**src/rtl/vx_dcache_req_throttle.sv**
```systemverilog
// Per-lane request throttle between the core data-cache bus and the L1 / shared memory.
// Requests pass through a 2-entry FIFO skid buffer; in-flight reads are capped at MAX_PENDING.
module vx_dcache_req_throttle #(
  parameter int ADDR_WIDTH  = 32,
  parameter int DATA_WIDTH  = 32,
  parameter int TAG_WIDTH   = 8,
  parameter int MAX_PENDING = 8,
  parameter int CTR_WIDTH   = 44
) (
  input  logic                              clk,
  input  logic                              reset,
  input  logic                              core_req_valid,
  input  logic                              core_req_rw,
  input  logic [ADDR_WIDTH-1:0]             core_req_addr,
  input  logic [DATA_WIDTH/8-1:0]           core_req_byteen,
  input  logic [DATA_WIDTH-1:0]             core_req_data,
  input  logic [TAG_WIDTH-1:0]              core_req_tag,
  output logic                              core_req_ready,
  output logic                              mem_req_valid,
  output logic                              mem_req_rw,
  output logic [ADDR_WIDTH-1:0]             mem_req_addr,
  output logic [DATA_WIDTH/8-1:0]           mem_req_byteen,
  output logic [DATA_WIDTH-1:0]             mem_req_data,
  output logic [TAG_WIDTH-1:0]              mem_req_tag,
  input  logic                              mem_req_ready,
  input  logic                              mem_rsp_valid,
  input  logic [DATA_WIDTH-1:0]             mem_rsp_data,
  input  logic [TAG_WIDTH-1:0]              mem_rsp_tag,
  output logic                              mem_rsp_ready,
  output logic                              core_rsp_valid,
  output logic [DATA_WIDTH-1:0]             core_rsp_data,
  output logic [TAG_WIDTH-1:0]              core_rsp_tag,
  input  logic                              core_rsp_ready,
  output logic [$clog2(MAX_PENDING+1)-1:0]  pending_count,
  output logic [CTR_WIDTH-1:0]              perf_loads,
  output logic [CTR_WIDTH-1:0]              perf_stores,
  output logic [CTR_WIDTH-1:0]              perf_load_lat,
  output logic                              rsp_underflow,
  output logic                              busy
);

  localparam int BE_W = DATA_WIDTH / 8;
  localparam int EW   = 1 + ADDR_WIDTH + BE_W + DATA_WIDTH + TAG_WIDTH;
  localparam int PW   = $clog2(MAX_PENDING + 1);
  localparam logic [PW-1:0] MAX_P = PW'(MAX_PENDING);

  typedef enum logic [1:0] {S_EMPTY, S_ONE, S_TWO} state_e;

  state_e               state_q, state_d;
  logic [EW-1:0]        ent0_q, ent0_d;
  logic [EW-1:0]        ent1_q, ent1_d;
  logic                 rdy_q, rdy_d;
  logic [PW-1:0]        pend_q, pend_d;
  logic                 uflow_q, uflow_d;
  logic [CTR_WIDTH-1:0] loads_q, loads_d;
  logic [CTR_WIDTH-1:0] stores_q, stores_d;
  logic [CTR_WIDTH-1:0] lat_q, lat_d;

  logic          core_fire, issue_fire, rsp_fire, rd_issue;
  logic [EW-1:0] core_ent;

  assign core_ent = {core_req_rw, core_req_addr, core_req_byteen, core_req_data, core_req_tag};
  assign {mem_req_rw, mem_req_addr, mem_req_byteen, mem_req_data, mem_req_tag} = ent0_q;

  assign core_fire  = core_req_valid & core_req_ready;
  assign issue_fire = mem_req_valid & mem_req_ready;
  assign rsp_fire   = mem_rsp_valid & core_rsp_ready;
  assign rd_issue   = issue_fire & ~mem_req_rw;

  // Responses are a pure wire-through; only the fire is observed for accounting.
  assign mem_rsp_ready  = core_rsp_ready;
  assign core_rsp_valid = mem_rsp_valid;
  assign core_rsp_data  = mem_rsp_data;
  assign core_rsp_tag   = mem_rsp_tag;

  always_ff @(posedge clk or negedge reset) begin
    if (!reset) begin
      state_q  <= S_EMPTY;
      ent0_q   <= '0;
      ent1_q   <= '0;
      rdy_q    <= 1'b0;
      pend_q   <= '0;
      uflow_q  <= 1'b0;
      loads_q  <= '0;
      stores_q <= '0;
      lat_q    <= '0;
    end else begin
      state_q  <= state_d;
      ent0_q   <= ent0_d;
      ent1_q   <= ent1_d;
      rdy_q    <= rdy_d;
      pend_q   <= pend_d;
      uflow_q  <= uflow_d;
      loads_q  <= loads_d;
      stores_q <= stores_d;
      lat_q    <= lat_d;
    end
  end

  // ent0 is always the head; ent1 only holds the younger entry in S_TWO.
  always_comb begin
    state_d = state_q;
    ent0_d  = ent0_q;
    ent1_d  = ent1_q;
    case (state_q)
      S_EMPTY: begin
        if (core_fire) begin
          state_d = S_ONE;
          ent0_d  = core_ent;
        end
      end
      S_ONE: begin
        if (core_fire && issue_fire) begin
          ent0_d = core_ent;
        end else if (core_fire) begin
          state_d = S_TWO;
          ent1_d  = core_ent;
        end else if (issue_fire) begin
          state_d = S_EMPTY;
        end
      end
      S_TWO: begin
        if (issue_fire) begin
          state_d = S_ONE;
          ent0_d  = ent1_q;
        end
      end
      default: state_d = S_EMPTY;
    endcase
    rdy_d = (state_d != S_TWO);
  end

  // A read at the head waits for a free slot and holds back everything behind it.
  always_comb begin
    core_req_ready = rdy_q;
    mem_req_valid  = (state_q != S_EMPTY) && (mem_req_rw || (pend_q < MAX_P));
    busy           = (state_q != S_EMPTY) || (pend_q != '0);
    pending_count  = pend_q;
    rsp_underflow  = uflow_q;
    perf_loads     = loads_q;
    perf_stores    = stores_q;
    perf_load_lat  = lat_q;
  end

  always_comb begin
    pend_d  = pend_q;
    uflow_d = uflow_q;
    if (rd_issue && !rsp_fire) begin
      pend_d = pend_q + 1'b1;
    end else if (!rd_issue && rsp_fire) begin
      if (pend_q == '0) uflow_d = 1'b1;
      else              pend_d  = pend_q - 1'b1;
    end
    loads_d  = loads_q + CTR_WIDTH'(rd_issue);
    stores_d = stores_q + CTR_WIDTH'(issue_fire & mem_req_rw);
    lat_d    = lat_q + CTR_WIDTH'(pend_q);
  end

endmodule

```
**config.mk**
```make
export PLATFORM = sky130hd
export DESIGN_NAME = vx_dcache_req_throttle
export DESIGN_NICKNAME = d
export VERILOG_FILES = /design/src/rtl/vx_dcache_req_throttle.sv
export SDC_FILE = /design/constraint.sdc
export NUM_CORES = 1
export LEC_CHECK = 0
export ABC_AREA = 1
export CAP_MARGIN = 20
export CORE_MARGIN = 2
export CORE_UTILIZATION = 35
export DETAILED_ROUTE_END_ITERATION = 12
export GPL_TIMING_DRIVEN = 0
export SETUP_SLACK_MARGIN = 0.1
export SYNTH_ARGS = -nofsm -noshare
export SYNTH_HDL_FRONTEND = slang
export SYNTH_SLANG_ARGS = --single-unit
```
**constraint.sdc**
```tcl
create_clock -name clk -period 5.3 [get_ports clk]
set_input_delay 1.06 -clock clk [delete_from_list [all_inputs] [get_ports clk]]
set_output_delay 1.06 -clock clk [all_outputs]
set_load 0.1 [all_outputs]
```
==> impl_metrics.yaml <==
detailed_routing:
  drc: 0
  post_drt_via_cell_ratio: 4.77
  wirelength_mm: 45.7
  ant_nets: 0
  drtIter0Drc: 978
  wl_per_cell_um: 15.9
  vias: 13700
  firstDrtPassIters: 6
layout:
  final_area_um2: 20100
  area_delta_synth_final_pct: 35.4
  fill_cells: 4097
  layout.nets: 2444
  drive_above_1_share: 0.0567
floorplanning:
  dieHeight_um: 210
  dieWidth_um: 210
  die-area_um2: 44100
  pin_count: 382
  start_util: 0.354
  core_area_um2: 41900
  fp-row-count: 75
setup_path:
  cp_slowest_cell: "clkdlybuf4s50_1"
  crit_family: "buffers and inverters"
  cpMostUsedCell: "clkdlybuf4s50_1"
  crit_chain: "clkdlybuf4s50_1 > buf_4 > clkdlybuf4s50_1"
  start_kind: "input pin"
  crit_path_end_kind: "output pin"
  crit_buf_inv: 3
  cp.required_ns: 4.24
  crit_fanout: 2
  path_class: "input pin to output pin"
  arrival_ns: 2.76
  slowest_delay_ns: 1.12
power_and_ir_drop:
  p_clk_frac: 0.202
  powerDensity_nw_per_um2: 579
  comb_power_share: 0.508
  netSwitchingFraction: 0.508
  p_seq_frac: 0.290
  vdd_drop_max_mv: 0.551
  p_int_mw: 5.73
  power.leakage_nw: 9.18
  power.switching_mw: 5.91
  total_power_mw: 11.6
synth:
  syn_nets: 2064
  syn_inst: 1927
  syn_area_um2: 14800
  synth_top_area_share: 0.495
  synth-edff-count: 0
  ys_warn_count: 0
  syn_avg_cell_area_um2: 7.71
  synth_cell_types: 30
  synth.area.top_cells: "dfrtp_1 50%, nand2_1 14%, nor2_1 7.3%"
  async_reset_ff_frac: 1.00
  synth-seq-cells: 294
  synth.largest_area_cell: "dfrtp_1"
  yosysSeqAreaShare: 0.495
  synth_ff_type: "dfrtp_1"
global_routing:
  antenna_found_initial: 4
  grt_pass1_wl_mm: 73.0
  grt_pass1_vias: 13600
  grt.total_usage: 0.208
  grt_max_degree: 114
  grt-ovfl-total: 0
clock_network:
  cts_setup_buffers: 0
  cts_max_level: 2
  cts_tree: "yes"
  insertion_delay_ns: 0.54
  cts_num_sinks: 294
  clkTransAtPathRegs_ns: 0.05
  cts-root-buf: "clkbuf_16"
  clockBufferDepth: 3
  cts_buffers: 35
  postCtsResizedCells: 0
  postCtsHoldBufs: 0
timing:
  worst_slack_ns: 1.48
  grt_setup_unrepaired: "no"
  post-route-period-util: 0.721
  final-setup-viol-count: 0
  period_needed_ns: 3.82
  report.final.hold_viol_count: 0
  tns_ns: 0
  tightestPinTransition_ns: 1.09
  finalClockSkew_ns: 0.0311
  slew_viol_final: 0
  hold_slack_ns: 0.465
  maxSlewHeadroom: 0.269
  max_freq_ghz: 0.262
placement:
  place_congestion: 0.912
  post_dp_cell_area_um2: 19000
  pre_cts_slack_ns: 1.17
  dpl.hpwl_mm: 34.7
  portBuffers: 341
run_status:
  status: "complete, no violations"
worst_hold_path:
  hold_path_class: "flip-flop to flip-flop"
flow_run:
  maxCapViolations: 0
stage by stage:
step | cells | utilization
final | 2872 | 0.479
after global routing | 2870 | 0.479
after CTS | 2868 | 0.479
after detailed placement | 2809 | 0.453
after global placement | 2807 | 0.451
after floorplan | 1927 | -
power by group through the flow:
stage | logic, mW | clock network (mW) | registers [mW]
after floorplan | 1.69 | 0 | 6.05
after global placement | 5.88 | 0 | 3.39
after detailed placement | 5.93 | 0 | 3.41
after CTS | 5.96 | 2.42 | 3.38
after global routing | 6.30 | 2.51 | 3.46
final | 5.91 | 2.35 | 3.37
worst reg2reg max path, cell delays in order, from the launching register on:
cell      delay (ns)
dfrtp_1         0.49
inv_1           0.22
o211ai_4        0.13
inv_1           0.13
nand2_1         0.12
inv_1           0.11
ha_1            0.30
ha_1            0.32
nand3_1         0.22
inv_1           0.17
nand2_1         0.21
nor2_1          0.38
nand2_1         0.14
xnor2_1         0.15
sequential cells by signal (all words and copies together), names as in the netlist:
register        count
ent0_q             77
ent1_q             77
perf_load_lat      44
perf_loads         44
perf_stores        44
pending_count       4
state_q             2
core_req_ready      1
rsp_underflow       1
layout by cell type (no fill, tap or decap), types with 2 or more instances in the layout:
cell type          n
xnor2_1           42
clkbuf_16         35
o21ai_1           36
dfrtp_1          294
clkbuf_8          10
inv_1            256
nor2_1           288
clkbuf_1          30
buf_4             42
diode_2            4
fa_1               2
ha_1              12
o21ai_0          129
nand2_1          535
a21oi_1           80
nand3b_1           9
nand4_1           38
clkdlybuf4s50_1  340
xor2_1            40
nor2_2             2
nand3_1           57
buf_16             2
clkinv_2           2
buf_2             21
nor3_1             6
buf_6              7
area by class of cell:
class                   count  area, µm²  area share
repair buffers            343       3470       0.173
diodes                      4       10.0    0.000498
flip-flops and latches    294       7360       0.366
multi-input cells        1284       5950       0.296
well taps                 539        674      0.0335
clock buffers              54       1050      0.0521
clock inverters             5       56.3     0.00280
inverters                 257        965      0.0480
plain buffers              92        582      0.0289
worst paths after layout:
path                                              start                          to  slack [ns]  cells after the start
setup / recovery                          mem_rsp_valid              core_rsp_valid        1.48                      3
max in group asynchronous                         reset  perf_load_lat[1]$_DFF_PN0_        3.71                      2
min in group asynchronous                         reset   perf_stores[43]$_DFF_PN0_        0.50                      1
hold / removal                rsp_underflow$_DFFE_PN0P_   rsp_underflow$_DFFE_PN0P_        0.47                      1
hold reg to reg               rsp_underflow$_DFFE_PN0P_   rsp_underflow$_DFFE_PN0P_        0.47                      1
setup reg to reg           pending_count[3]$_DFFE_PN0P_    perf_loads[26]$_DFF_PN0_        2.07                     13
Yosys cell counts, types with 2 or more instances:
cell type,n
xnor2_1,42
inv_1,256
o21ai_1,36
o21ai_0,129
a21oi_1,80
dfrtp_1,294
xor2_1,40
fa_1,2
nor2_2,2
ha_1,12
buf_4,42
nand2_1,535
nor2_1,288
nand3b_1,9
buf_6,7
clkbuf_1,21
buf_2,21
nand4_1,38
nor3_1,6
nand3_1,57
cell families (layout without fill, tap and decap cells):
family	after synthesis	in the layout	share of synthesized area
AOI/OAI and AO/OA	250	250	0.0867
buffers and inverters	349	751	0.104
xor gates and xnor gates	82	82	0.0484
other	0	4	0
DFF	294	294	0.495
adders and majority gates	14	14	0.0128
and+or+nand+nor	938	938	0.253
metal layers:
| metal | vias up | part of all wire | track usage |
|---|---|---|---|
| met5 | - | 0 | 0 |
| met4 | 0 | 0.030 | 0.0719 |
| met3 | 79 | 0.072 | 0.0471 |
| met2 | 420 | 0.45 | 0.333 |
| met1 | 6488 | 0.45 | 0.279 |
| li1 | 6715 | - | - |
(Power assumes the default switching activity.)
